[config.mk]
export PLATFORM = sky130hd
export DESIGN_NAME = pipeline_ctrl_flat
export DESIGN_NICKNAME = d
export VERILOG_FILES = /design/src/rtl/pipeline_ctrl_pkg.sv /design/src/rtl/pipeline_ctrl_if.sv /design/src/rtl/pipeline_ctrl_thermo_mask.sv /design/src/rtl/pipeline_ctrl.sv /design/src/flat_wrapper.sv
export SDC_FILE = /design/constraint.sdc
export NUM_CORES = 1
export LEC_CHECK = 0
export ABC_AREA = 1
export CAP_MARGIN = 5
export CORE_MARGIN = 2
export CORE_UTILIZATION = 24
export CTS_CLUSTER_SIZE = 12
export DETAILED_ROUTE_END_ITERATION = 8
export SLEW_MARGIN = 20
export SYNTH_ARGS = -nofsm -noshare
export SYNTH_HDL_FRONTEND = slang
export SYNTH_SLANG_ARGS = --single-unit
[constraint.sdc]
create_clock -name clk -period 8.96 [get_ports clk]
set_input_delay 1.792 -clock clk [delete_from_list [all_inputs] [get_ports clk]]
set_output_delay 1.792 -clock clk [all_outputs]
set_load 0.02 [all_outputs]
[src/rtl/pipeline_ctrl_pkg.sv]
// -----------------------------------------------------------------------------
// pipeline_ctrl_pkg
// Shared definitions for the pipeline hazard controller:
//   - stage_e     : symbolic stage indices of the default 6-stage core
//   - PC_SW       : stage index width for the default core
//   - RST_ENABLE  : active level of the synchronous reset
//   - STOP        : value of a stall bit that freezes a stage register
//   - PC_REQ_STAGE_DEF : default binding of the three stall requesters
// -----------------------------------------------------------------------------
package pipeline_ctrl_pkg;

    localparam int PC_NUM_STAGES = 6;
    localparam int PC_NUM_REQ    = 3;
    localparam int PC_SW         = $clog2(PC_NUM_STAGES);

    typedef enum logic [PC_SW-1:0] {
        STG_PC  = 3'd0,
        STG_IF  = 3'd1,
        STG_ID  = 3'd2,
        STG_EX  = 3'd3,
        STG_MEM = 3'd4,
        STG_WB  = 3'd5
    } stage_e;

    localparam logic RST_ENABLE = 1'b1;
    localparam logic STOP       = 1'b1;

    // req0 (decode hazard) freezes through ID; req1 (MEM) and req2 (RAM)
    // freeze everything up to and including EX.
    localparam logic [PC_NUM_REQ*PC_SW-1:0] PC_REQ_STAGE_DEF = {STG_EX, STG_EX, STG_ID};

endpackage

[src/rtl/pipeline_ctrl_if.sv]
// -----------------------------------------------------------------------------
// pipeline_ctrl_if
// Bundles the controller's request inputs and stall/flush/status outputs.
//   master : the pipeline side (drives rdy, stall_req, flush_req, flush_stage)
//   slave  : the controller (drives stall, flush, flush_pending,
//            stall_timeout, perf_stall_cycles, perf_flush_count)
// -----------------------------------------------------------------------------
interface pipeline_ctrl_if #(
    parameter  int NUM_STAGES = 6,
    parameter  int NUM_REQ    = 3,
    localparam int SW         = $clog2(NUM_STAGES)
);
    logic                  rdy;
    logic [NUM_REQ-1:0]    stall_req;
    logic                  flush_req;
    logic [SW-1:0]         flush_stage;
    logic [NUM_STAGES-1:0] stall;
    logic [NUM_STAGES-1:0] flush;
    logic                  flush_pending;
    logic                  stall_timeout;
    logic [31:0]           perf_stall_cycles;
    logic [31:0]           perf_flush_count;

    modport master (
        output rdy, stall_req, flush_req, flush_stage,
        input  stall, flush, flush_pending, stall_timeout,
               perf_stall_cycles, perf_flush_count
    );

    modport slave (
        input  rdy, stall_req, flush_req, flush_stage,
        output stall, flush, flush_pending, stall_timeout,
               perf_stall_cycles, perf_flush_count
    );
endinterface

[src/rtl/pipeline_ctrl_thermo_mask.sv]
// -----------------------------------------------------------------------------
// pipeline_ctrl_thermo_mask
// Turns a stage index into a thermometer mask: mask[k] = valid && (k <= idx).
//   idx   : deepest stage covered (inclusive)
//   valid : 0 yields an all-zero mask
//   mask  : N-bit thermometer
// -----------------------------------------------------------------------------
module pipeline_ctrl_thermo_mask #(
    parameter int N  = 6,
    parameter int IW = $clog2(N)
) (
    input  logic [IW-1:0] idx,
    input  logic          valid,
    output logic [N-1:0]  mask
);
    for (genvar gi = 0; gi < N; gi++) begin : g_bit
        assign mask[gi] = valid && (IW'(gi) <= idx);
    end
endmodule

[src/rtl/pipeline_ctrl.sv]
// -----------------------------------------------------------------------------
// pipeline_ctrl
// Pipeline hazard controller: merges stall requests into a thermometer stall
// vector, applies or defers flush requests, and runs a stall watchdog.
// Ports:
//   clk : system clock
//   rst : synchronous active-high reset
//   ctl : pipeline_ctrl_if.slave (rdy, stall_req, flush_req, flush_stage in;
//         stall, flush, flush_pending, stall_timeout, perf counters out)
// Optional build macro: PIPE_CTRL_PERF_EN enables the two 32-bit perf
// counters; without it both perf outputs read zero.
// -----------------------------------------------------------------------------
module pipeline_ctrl
    import pipeline_ctrl_pkg::*;
#(
    parameter  int                        NUM_STAGES = 6,
    parameter  int                        NUM_REQ    = 3,
    localparam int                        SW         = $clog2(NUM_STAGES),
    parameter  logic [NUM_REQ*SW-1:0]     REQ_STAGE  = PC_REQ_STAGE_DEF,
    parameter  int                        TIMEOUT    = 1024
) (
    input  logic            clk,
    input  logic            rst,
    pipeline_ctrl_if.slave  ctl
);
    logic [SW-1:0]         req_lvl [NUM_REQ];
    logic [SW-1:0]         stall_lvl;
    logic                  stall_any;
    logic [NUM_STAGES-1:0] stall_mask;
    logic [NUM_STAGES-1:0] flush_mask;
    logic [NUM_STAGES-1:0] stall_o;
    logic [SW-1:0]         req_f;
    logic [SW-1:0]         pend_f;
    logic [SW-1:0]         eff_f;
    logic                  flush_any;
    logic                  apply;
    logic                  flush_pending_reg;
    logic [SW-1:0]         pend_stage_reg;

    for (genvar gi = 0; gi < NUM_REQ; gi++) begin : g_req
        assign req_lvl[gi] = REQ_STAGE[gi*SW +: SW];
    end

    // Deepest requested level wins, independent of requester order.
    always_comb begin
        stall_any = 1'b0;
        stall_lvl = '0;
        for (int i = 0; i < NUM_REQ; i++) begin
            if (ctl.stall_req[i]) begin
                stall_any = 1'b1;
                if (req_lvl[i] > stall_lvl) stall_lvl = req_lvl[i];
            end
        end
    end

    // A new request and a deferred one merge into the deeper of the two.
    always_comb begin
        req_f     = ctl.flush_req ? ctl.flush_stage : '0;
        pend_f    = flush_pending_reg ? pend_stage_reg : '0;
        eff_f     = (req_f > pend_f) ? req_f : pend_f;
        flush_any = ctl.flush_req || flush_pending_reg;
        // A flush can only go ahead if it bubbles every stage the stall holds.
        apply     = flush_any && ctl.rdy && (!stall_any || (stall_lvl <= eff_f));
    end

    pipeline_ctrl_thermo_mask #(.N(NUM_STAGES), .IW(SW)) u_stall_mask (
        .idx   (stall_lvl),
        .valid (stall_any),
        .mask  (stall_mask)
    );

    pipeline_ctrl_thermo_mask #(.N(NUM_STAGES), .IW(SW)) u_flush_mask (
        .idx   (eff_f),
        .valid (flush_any),
        .mask  (flush_mask)
    );

    always_comb begin
        stall_o = '0;
        if (rst == RST_ENABLE)  stall_o = '0;
        else if (!ctl.rdy)      stall_o = {NUM_STAGES{STOP}};
        else if (apply)         stall_o = '0;
        else                    stall_o = stall_mask;
    end

    assign ctl.stall         = stall_o;
    assign ctl.flush         = ((rst != RST_ENABLE) && apply) ? flush_mask : '0;
    assign ctl.flush_pending = flush_pending_reg;

    always_ff @(posedge clk) begin
        if (rst == RST_ENABLE) begin
            flush_pending_reg <= 1'b0;
            pend_stage_reg    <= '0;
        end else if (apply) begin
            flush_pending_reg <= 1'b0;
            pend_stage_reg    <= '0;
        end else if (flush_any) begin
            flush_pending_reg <= 1'b1;
            pend_stage_reg    <= eff_f;
        end
    end

    if (TIMEOUT > 0) begin : g_wd
        localparam int            CW     = $clog2(TIMEOUT + 1);
        localparam logic [CW-1:0] WD_MAX = CW'(TIMEOUT);

        logic [CW-1:0] wd_cnt_reg;
        logic [CW-1:0] wd_cnt_next;
        logic          timeout_reg;

        // Frozen (rdy=0) cycles leave the count untouched.
        always_comb begin
            wd_cnt_next = wd_cnt_reg;
            if (ctl.rdy) begin
                if (stall_o != '0) begin
                    if (wd_cnt_reg != WD_MAX) wd_cnt_next = wd_cnt_reg + CW'(1);
                end else begin
                    wd_cnt_next = '0;
                end
            end
        end

        always_ff @(posedge clk) begin
            if (rst == RST_ENABLE) begin
                wd_cnt_reg  <= '0;
                timeout_reg <= 1'b0;
            end else begin
                wd_cnt_reg <= wd_cnt_next;
                if (wd_cnt_next == WD_MAX) timeout_reg <= 1'b1;
            end
        end

        assign ctl.stall_timeout = timeout_reg;
    end else begin : g_no_wd
        assign ctl.stall_timeout = 1'b0;
    end

`ifdef PIPE_CTRL_PERF_EN
    logic [31:0] perf_stall_reg;
    logic [31:0] perf_flush_reg;

    always_ff @(posedge clk) begin
        if (rst == RST_ENABLE) begin
            perf_stall_reg <= '0;
            perf_flush_reg <= '0;
        end else begin
            if (stall_o != '0) perf_stall_reg <= perf_stall_reg + 32'd1;
            if (apply)         perf_flush_reg <= perf_flush_reg + 32'd1;
        end
    end

    assign ctl.perf_stall_cycles = perf_stall_reg;
    assign ctl.perf_flush_count  = perf_flush_reg;
`else
    assign ctl.perf_stall_cycles = 32'd0;
    assign ctl.perf_flush_count  = 32'd0;
`endif

endmodule

[src/flat_wrapper.sv]
// flat-port wrapper written by rule: the top's interface ports become plain ports
module pipeline_ctrl_flat import pipeline_ctrl_pkg::*;
#(
    parameter  int                        NUM_STAGES = 6,
    parameter  int                        NUM_REQ    = 3,
    localparam int                        SW         = $clog2(NUM_STAGES),
    parameter  logic [NUM_REQ*SW-1:0]     REQ_STAGE  = PC_REQ_STAGE_DEF,
    parameter  int                        TIMEOUT    = 1024
)
  (clk, rst, ctl_rdy, ctl_stall_req, ctl_flush_req, ctl_flush_stage, ctl_stall, ctl_flush, ctl_flush_pending, ctl_stall_timeout, ctl_perf_stall_cycles, ctl_perf_flush_count);
  pipeline_ctrl_if #(.NUM_STAGES(NUM_STAGES), .NUM_REQ(NUM_REQ)) ctl_i ();
  input  logic clk;
  input  logic rst;
  input wire logic [$bits(ctl_i.rdy)-1:0] ctl_rdy;
  input wire logic [$bits(ctl_i.stall_req)-1:0] ctl_stall_req;
  input wire logic [$bits(ctl_i.flush_req)-1:0] ctl_flush_req;
  input wire logic [$bits(ctl_i.flush_stage)-1:0] ctl_flush_stage;
  output wire logic [$bits(ctl_i.stall)-1:0] ctl_stall;
  output wire logic [$bits(ctl_i.flush)-1:0] ctl_flush;
  output wire logic [$bits(ctl_i.flush_pending)-1:0] ctl_flush_pending;
  output wire logic [$bits(ctl_i.stall_timeout)-1:0] ctl_stall_timeout;
  output wire logic [$bits(ctl_i.perf_stall_cycles)-1:0] ctl_perf_stall_cycles;
  output wire logic [$bits(ctl_i.perf_flush_count)-1:0] ctl_perf_flush_count;
  assign ctl_i.rdy = ctl_rdy;
  assign ctl_i.stall_req = ctl_stall_req;
  assign ctl_i.flush_req = ctl_flush_req;
  assign ctl_i.flush_stage = ctl_flush_stage;
  assign ctl_stall = ctl_i.stall;
  assign ctl_flush = ctl_i.flush;
  assign ctl_flush_pending = ctl_i.flush_pending;
  assign ctl_stall_timeout = ctl_i.stall_timeout;
  assign ctl_perf_stall_cycles = ctl_i.perf_stall_cycles;
  assign ctl_perf_flush_count = ctl_i.perf_flush_count;
  pipeline_ctrl #(.NUM_STAGES(NUM_STAGES), .NUM_REQ(NUM_REQ), .REQ_STAGE(REQ_STAGE), .TIMEOUT(TIMEOUT)) u_core (.clk(clk), .rst(rst), .ctl(ctl_i));
endmodule
======== Word level (Yosys, flattened, before mapping) ========
Cells that the tools add are included.
word-level totals
  register bits ........................... 16
  output and inout port bits .............. 78
  bits of input ports ..................... 10
  word-level logic and storage cells ...... 62
operators by class
  $add $sub $neg .......................... 1
  reduce and logical (&&, ||, !) cells .... 20
  mux-type cells .......................... 18
  bitwise gates (word level) .............. 1
  equality and inequality tests ........... 2
  order comparisons ....................... 16
operators with widths
  kind                                                            count
  2-to-1 mux 11 bit                                               3
  2-to-1 mux 6 bit                                                4
  2-to-1 mux 3 bit                                                7
  logical AND 1 bit                                               15
  less-or-equal comparator 1 x 3 -> 1 bit (first input constant)  4
  less-or-equal comparator 2 x 3 -> 1 bit (first input constant)  4
  less-or-equal comparator 3 bit (first input constant)           4
  adder 11 x 1 -> 11 bit (second input constant)                  1
  == test 11 bit (second input constant)                          1
  != test 11 bit (second input constant)                          1
  > comparator 2 x 3 -> 1 bit (first input constant)              2
  nonzero test 6 bit                                              1
  > comparator 3 bit                                              1
  less-or-equal comparator 3 bit                                  1
  2-to-1 mux 1 bit                                                3
  logical OR 1 bit                                                2
  2-to-1 mux 2 bit                                                1
  OR reduction 2 bit                                              1
  zero test 1 bit                                                 1
  inverter 1 bit                                                  1

======== Longest topological paths before layout ========
Gate-level depths: netlist of run 1.
  word-level depth ........................ 17
  gate-level depth with buffers ........... 21
  depth with buffers taken out ............ 21

======== Hierarchy ========
Synthesis of run 1 repeated with hierarchy kept, for this count alone.
unflattened totals
  cells, all modules ...................... 288
  area, all modules ....................... 1,833.0 um2
by module, submodules not included
  module                     cells each  seq. area each (um2)  instances  area each (um2)
  pipeline_ctrl              266         320.3                 1          1,735.4
  pipeline_ctrl_thermo_mask  11          0.0                   2          48.8

======== Least setup slack after synthesis of run 1 ========
Ideal clock, no wire load.
  path kind ............................... in2out
  start ................................... in ctl_flush_stage[2]
  end ..................................... out ctl_stall[3]
  slack ................................... 2,936 ps
  path buffers ............................ 0
  required time ........................... 7,168 ps
  cell stages on the path ................. 16
  arrival time ............................ 4,232 ps
  path through ............................ nand2_1 inv_1 ha_1 nand3_1 nand2_1 nand2_2 o21ai_0 ha_1 or2_2 nand3_1 nand2_4 nand2_2 nor2_1 nor2_1 inv_1 o22ai_1
on the way
  cells in the longest elaborated chain, start to end .. 9
RTL lines
  item                            RTL line             text
  from (decl)                     flat_wrapper.sv:17   input wire logic [$bits(ctl_i.flush_stage)-1:0] ctl_flush_stage;
  2-to-1 mux 3 bit                pipeline_ctrl.sv:58  req_f = ctl.flush_req ? ctl.flush_stage : '0;
  > comparator 3 bit              pipeline_ctrl.sv:60  eff_f = (req_f > pend_f) ? req_f : pend_f;
  2-to-1 mux 3 bit                pipeline_ctrl.sv:60
  named net u_core.eff_f[0]       pipeline_ctrl.sv:34  logic [SW-1:0] eff_f;
  less-or-equal comparator 3 bit  pipeline_ctrl.sv:63  apply = flush_any && ctl.rdy && (!stall_any || (stall_lvl <= eff_f));
  logical OR 1 bit                pipeline_ctrl.sv:63
  logical AND 1 bit               pipeline_ctrl.sv:63
  2-to-1 mux 6 bit                pipeline_ctrl.sv:82  else if (apply) stall_o = '0;
  2-to-1 mux 6 bit                pipeline_ctrl.sv:81  else if (!ctl.rdy) stall_o = {NUM_STAGES{STOP}};
  2-to-1 mux 6 bit                pipeline_ctrl.sv:80  if (rst == RST_ENABLE) stall_o = '0;
  to (decl)                       flat_wrapper.sv:18   output wire logic [$bits(ctl_i.stall)-1:0] ctl_stall;
The timed path passes the listed nets, and every way through them passes these cells.

======== Worst setup path in the final report of run 1 ========
  start ................................... in ctl_flush_req
  end ..................................... out ctl_stall[3]
on the way
  cells in the longest elaborated chain, start to end .. 9
  elaborated cells between the ends (all ways) .. 11
  those cells by class .................... order compare: 2; mux: 5; reduce/logical: 4
RTL lines
  item                                RTL line             text
  from (decl)                         flat_wrapper.sv:16   input wire logic [$bits(ctl_i.flush_req)-1:0] ctl_flush_req;
  2-to-1 mux 3 bit (*)                pipeline_ctrl.sv:58
  > comparator 3 bit                  pipeline_ctrl.sv:60
  2-to-1 mux 3 bit (*)                pipeline_ctrl.sv:60
  named net u_core.eff_f[0]           pipeline_ctrl.sv:34
  less-or-equal comparator 3 bit (*)  pipeline_ctrl.sv:63
  logical OR 1 bit (*)                pipeline_ctrl.sv:63
  logical AND 1 bit (*)               pipeline_ctrl.sv:63
  2-to-1 mux 6 bit (*)                pipeline_ctrl.sv:82
  2-to-1 mux 6 bit (*)                pipeline_ctrl.sv:81
  2-to-1 mux 6 bit (*)                pipeline_ctrl.sv:80
The timed path passes the listed nets; every way through them passes the cells marked *.

==> metrics.yaml, run 1 <==
layout:
  nFillCells: 825
  fin_nets: 315
  multi_input_area_um2: 1087
  drive_above_1_share: 0.09764
  register_area_um2: 320.3
  diodes: 0
  area_growth_pct: 5.170
  largest_reg_flops: 11
pwr:
  ir_worst_vdd_v: 0.00005847
  finalPower_w: 0.0002106
  pwr_density_cell_nw_per_um2: 108.9
  p_leak_nw: 0.9764
die:
  die_w_um: 91.54
  io_pins: 88
  fp.coreArea_um2: 7331
  dieHeight_um: 91.54
  num_rows: 31
  initial_core_util: 0.2509
  die_area_um2: 8380
sta:
  worst_slew_pin_slew_ns: 0.8395
  fin_skew_ns: 0.002823
  period_needed_ns: 7.229
  finalSetupTns_ns: 0
  drv_slew: 0
  period_share: 0.8068
  fmax_mhz: 138.3
  setup_viol: 0
  rsz0062_at_grt: "no"
  hold_ws_ns: 0.4610
  timing.max_slew.rel_slack: 0.4386
  finalHoldViolCount: 0
global_route:
  antenna_found_initial: 0
  grt_use_total: 0.07776
  grt_max_degree: 21
  grt_pass1_vias: 1300
  grt_pass1_wl_um: 5623
  grt_remaining_overflow: 0
cts:
  clk_transition_reported_paths_ns: 0.06
  cts_root_buf: "clkbuf_8"
  cts_max_level: 1
  post_cts_buffers: 0
  cts_tree: "yes"
  postCtsResizedCells: 0
  insertion_delay_ns: 0.25
  cts_buffers: 3
  clock_sinks: 16
  ctsHoldBuffers: 0
  clockBufferDepth: 2
detailed_routing:
  drc: 0
  vias: 1493
  viasPerCell: 3.770
  dr.pass1.iters: 4
  drt_iter0_markers: 55
  wl_per_cell_um: 8.707
  antenna_left: 0
  wirelength_um: 3448
synthesis:
  netlist.area_leader.share: 0.2653
  synth_area_leaders: "buf_4 (27%), dfxtp_1 (17%), nand2_1 (10%)"
  avgSynthCellArea_um2: 6.640
  synthCells: 277
  ys_types: 35
  yosysTopAreaCell: "buf_4"
  synth_seq_cells: 16
  ys_seq_area_frac: 0.1741
  syn-cell-area_um2: 1839
  synth-warning-count: 0
worst_setup_path:
  cp.required_ns: 7.17
  arrival_ns: 5.44
  start_kind: "input port"
  endpoint_kind: "output port"
  critPathKind: "in -> out"
  regToRegSetupSlack_ns: 5.70
  path_max_fanout: 6
placed_design:
  io_buffers: 23
  dp_hpwl_um: 2768
  place_congestion: 0.7788
min_path:
  hold_class: "reg -> reg"
status:
  status: "finished, final reports clean"
run:
  drv_cap: 0
## metal layers
metal | GRT usage | share of wire | up-vias
li1 | - | - | 775
met5 | 0 | 0 | -
met1 | 0.09553 | 0.44 | 661
met2 | 0.1440 | 0.50 | 57
met4 | 0.002525 | 0 | 0
met3 | 0.01826 | 0.055 | 0
## final timing paths
check | startpoint | end | cells past startpoint
setup / recovery | ctl_flush_req | ctl_stall[3] | 18
hold reg to reg | u_core.ctl.stall_timeout | u_core.ctl.stall_timeout | 2
hold / removal | u_core.ctl.stall_timeout | u_core.ctl.stall_timeout | 2
setup reg to reg | u_core.ctl.flush_pending | u_core.ctl.stall_timeout | 16
## Yosys cell counts (all sizes together)
| cell type | number |
|---|---|
| a211oi | 1 |
| a21oi | 12 |
| and2 | 1 |
| buf | 69 |
| clkinv | 1 |
| conb | 1 |
| dfxtp | 16 |
| ha | 6 |
| inv | 34 |
| nand2 | 56 |
| nand3 | 20 |
| nand3b | 2 |
| nand4 | 6 |
| nor2 | 32 |
| nor3 | 11 |
| o21ai | 4 |
| o21bai | 1 |
| o22ai | 1 |
| or2 | 1 |
| xor2 | 2 |
## where the power goes
part | leakage (nW) | internal (W) | switching (W) | total (W)
registers | 0.130 | 0.0000740 | 0.00000183 | 0.0000758
logic | 0.825 | 0.0000225 | 0.0000575 | 0.0000800
clock network | 0.0216 | 0.0000298 | 0.0000249 | 0.0000547
total | 0.976 | 0.000126 | 0.0000843 | 0.000211
## cell families (layout without fill, tap and decap cells)
logic type | count (synthesis) | in the layout | synth area share
xor gates and xnor gates | 2 | 2 | 0.01361
AOI/OAI and AO/OA | 19 | 19 | 0.06735
adders and majority gates | 6 | 6 | 0.04082
and+or+nand+nor | 129 | 129 | 0.3388
other | 1 | 64 | 0.002039
DFF | 16 | 16 | 0.1742
buffers and inverters | 104 | 61 | 0.3633
## stage by stage
stage | setup WS [ns] | area (µm²) | std cells | util
floorplan | 2.936 | 2076 | 340 | -
global placement | 1.873 | 1893 | 393 | 0.2582
detailed placement | 1.736 | 1893 | 393 | 0.2582
CTS | 1.721 | 1934 | 396 | 0.2639
global route | 1.400 | 1934 | 396 | 0.2639
finish | 1.731 | 1934 | 396 | 0.2639
## worst max-delay path, cell delays in order
cell and delay [ns]:
clkdlybuf4s50_1 0.46, nand2_1 0.09, inv_1 0.06, ha_1 0.32
nand3_1 0.11, nand2_1 0.14, nand2_2 0.09, o21ai_0 0.43
ha_1 0.32, or2_2 0.29, nand3_1 0.13, nand2_4 0.10
nand2_2 0.08, nor2_1 0.06, nor2_1 0.09, inv_1 0.11
o22ai_1 0.12, clkdlybuf4s50_1 0.64
## layout by cell type, fill, tap and decap left out
cell,count
o21ai_2,1
o21ai_1,1
nor3_4,1
nand4_2,1
nand3_2,1
nor2_4,2
and2_1,1
nand3b_1,2
o21ai_0,2
inv_2,5
xor2_2,1
o22ai_1,1
nand3_1,19
clkbuf_8,3
o21bai_4,1
a21oi_2,2
nor2_1,29
nand4_1,5
inv_1,29
conb_1,64
nand2_2,6
nand2_4,1
or2_2,1
clkinv_1,1
xor2_1,1
nor3_2,2
nor3_1,8
nand2_1,49
a21oi_1,10
dfxtp_1,16
a211oi_1,1
clkdlybuf4s50_1,23
nor2_2,1
ha_1,6
## layout make-up
cell class,count,share of cell area
well taps,99,0.06404
inverters,35,0.06792
repair buffers,23,0.1190
multi-input cells,220,0.5621
flip-flops and latches,16,0.1656
clock buffers,3,0.02135
Power figures use the tool's default switching activity.
==> run 2, diff against run 1 <==
Clock period 8.96 ns to 6 ns, I/O delays scaled along.
==> run 2 against run 1 <==
  * Sequential power is 49% higher
  * First-iteration DRC count up 49%
  * Combinational power rose by 50%
  * Worst setup slack worse by 1.3 ns
==> metrics.yaml, run 2 (synthesis gave the netlist of run 1 again) <==
status:
  status: "finished, final reports clean"
sta:
  fin_skew_ns: 0.002012  # -0.0008117 ns
  timing.max_slew.rel_slack: 0.4359  # -0.002618
  finalSetupTns_ns: 0  # unchanged
  period_share: 0.9344
  drv_slew: 0  # unchanged
  rsz0062_at_grt: "no"
  hold_ws_ns: 0.4593  # -0.001718 ns
  finalHoldViolCount: 0  # unchanged
  period_needed_ns: 5.606
  worst_slew_pin_slew_ns: 0.8435  # +0.003914 ns
  fmax_mhz: 178.4
  setup_viol: 0  # unchanged
detailed_routing:
  wl_per_cell_um: 8.970  # +3.0%
  antenna_left: 0  # unchanged
  vias: 1517  # +1.6%
  viasPerCell: 3.812  # +1.1%
  dr.pass1.iters: 4  # unchanged
  drc: 0  # unchanged
  wirelength_um: 3570  # +3.5%
  drt_iter0_markers: 82  # +49%
layout:
  largest_reg_flops: 11  # unchanged
  multi_input_area_um2: 1087  # unchanged
  nFillCells: 842  # +2.1%
  diodes: 0  # unchanged
  fin_nets: 316  # +0.32%
  mostFrequentLayoutCell: "conb_1"
  register_area_um2: 320.3  # unchanged
  finalInstanceArea_um2: 1961  # +1.4%
  drive_above_1_share: 0.1037  # +0.006036
  layout_common_cells: "conb_1 (64), nand2_1 (49), inv_1 (29), nor2_1 (29), clkdlybuf4s50_1 (21)"
  area_growth_pct: 6.599
pwr:
  pwr_density_cell_nw_per_um2: 169.7  # +56%
  ir_worst_vdd_v: 0.00008294  # +42%
  p_leak_nw: 1.016  # +4.1%
die:
  initial_core_util: 0.2509  # unchanged
  fp.coreArea_um2: 7331  # unchanged
  die_w_um: 91.54  # unchanged
  num_rows: 31  # unchanged
  die_area_um2: 8380  # unchanged
  dieHeight_um: 91.54  # unchanged
  io_pins: 88  # unchanged
global_route:
  grt_use_total: 0.08101  # +0.003249
  grt_max_degree: 21  # unchanged
  grt_pass1_vias: 1266  # -2.6%
  grt_pass1_wl_um: 5664  # +0.73%
  grt_remaining_overflow: 0  # unchanged
  antenna_found_initial: 0  # unchanged
placed_design:
  place_congestion: 0.8251  # +5.9%
  dp_hpwl_um: 2883  # +4.2%
  io_buffers: 23  # unchanged
  post_dp_cell_area_um2: 1901  # +0.40%
min_path:
  hold_class: "reg -> reg"
  hold_depth: 2  # unchanged
cts:
  cts_root_buf: "clkbuf_8"
  clk_transition_reported_paths_ns: 0.07  # about the same
  cts_buffers: 3  # unchanged
  clock_sinks: 16  # unchanged
  clockBufferDepth: 2  # unchanged
  insertion_delay_ns: 0.25  # about the same
  ctsHoldBuffers: 0  # unchanged
  cts_tree: "yes"
  cts_max_level: 1  # unchanged
worst_setup_path:
  critPathKind: "in -> out"
  arrival_ns: 4.41  # -1.03 ns
  start_kind: "input port"
  reg2reg_depth: 18  # +2
  endpoint_kind: "output port"
  path_max_fanout: 6  # unchanged
  cp.required_ns: 4.80  # -2.37 ns
run:
  drv_cap: 0  # unchanged
-- run 2: changes by cell type in the layout (fill, tap and decap cells not counted) --
cell and delta:
clkdlybuf4s50_1 -2, clkbuf_8 +1, buf_4 +1, o21ai_0 -1, dlymetal6s2s_1 +2, o21ai_1 +1
-- run 2: cell type report --
class / instances / area share
Inverter: 35 / 0.06701
Clock buffer: 4 / 0.02808
Timing Repair Buffer: 24 / 0.1238
Sequential cell: 16 / 0.1634
Tap cell: 99 / 0.06318
Multi-Input combinational cell: 220 / 0.5546
-- run 2: final timing paths --
path                             from                       end  slack, ns
max reg2reg  u_core.ctl.flush_pending  u_core.ctl.stall_timeout       3.04
max                     ctl_flush_req              ctl_flush[2]       0.39
min reg2reg  u_core.ctl.stall_timeout  u_core.ctl.stall_timeout       0.46
min          u_core.ctl.stall_timeout  u_core.ctl.stall_timeout       0.46
-- run 2: repair_timing --
action | CTS | global route
setup buffers | 0 | 0
resized for setup | 0 | 3
setup endpoints to repair | 0 | 2
-- run 2: power by group --
| group | total, W | leakage (nW) | switching, W | internal [W] |
|---|---|---|---|---|
| Combinational | 0.000120 | 0.858 | 0.0000861 | 0.0000342 |
| Clock | 0.0000991 | 0.0288 | 0.0000408 | 0.0000583 |
| Sequential | 0.000113 | 0.130 | 0.00000292 | 0.000110 |
-- run 2: through the flow --
stage	cells	setup slack (ns)	power, W	utilization
2_1_floorplan	340	1.160	0.0002423	-
3_3_place_gp	394	0.3004	0.0002346	0.2593
3_5_place_dp	394	0.2147	0.0002359	0.2593
4_1_cts	398	0.2084	0.0003354	0.2668
5_1_grt	398	0.1174	0.0003533	0.2675
6_report	398	0.3938	0.0003328	0.2675
-- run 2: critical path, stage by stage --
cell and delay (ns):
clkdlybuf4s50_1 0.52, nand2_1 0.06, inv_1 0.10, ha_1 0.27, a21oi_2 0.15, nand2_1 0.11, nand2_2 0.11, nand2_1 0.05
o21ai_1 0.11, ha_1 0.26, or2_2 0.29, nand3_1 0.12, nand2_4 0.10, nand2_2 0.08, nor2_1 0.06, nand2_1 0.20
nor2_1 0.06, clkdlybuf4s50_1 0.55
-- run 2: per-layer routing --
| metal | global-route usage | wire (µm) |
|---|---|---|
| met5 | 0 | 0 |
| met4 | 0.02399 | 27 |
| met3 | 0.01411 | 200 |
| met2 | 0.1409 | 1783 |
| met1 | 0.1014 | 1560 |
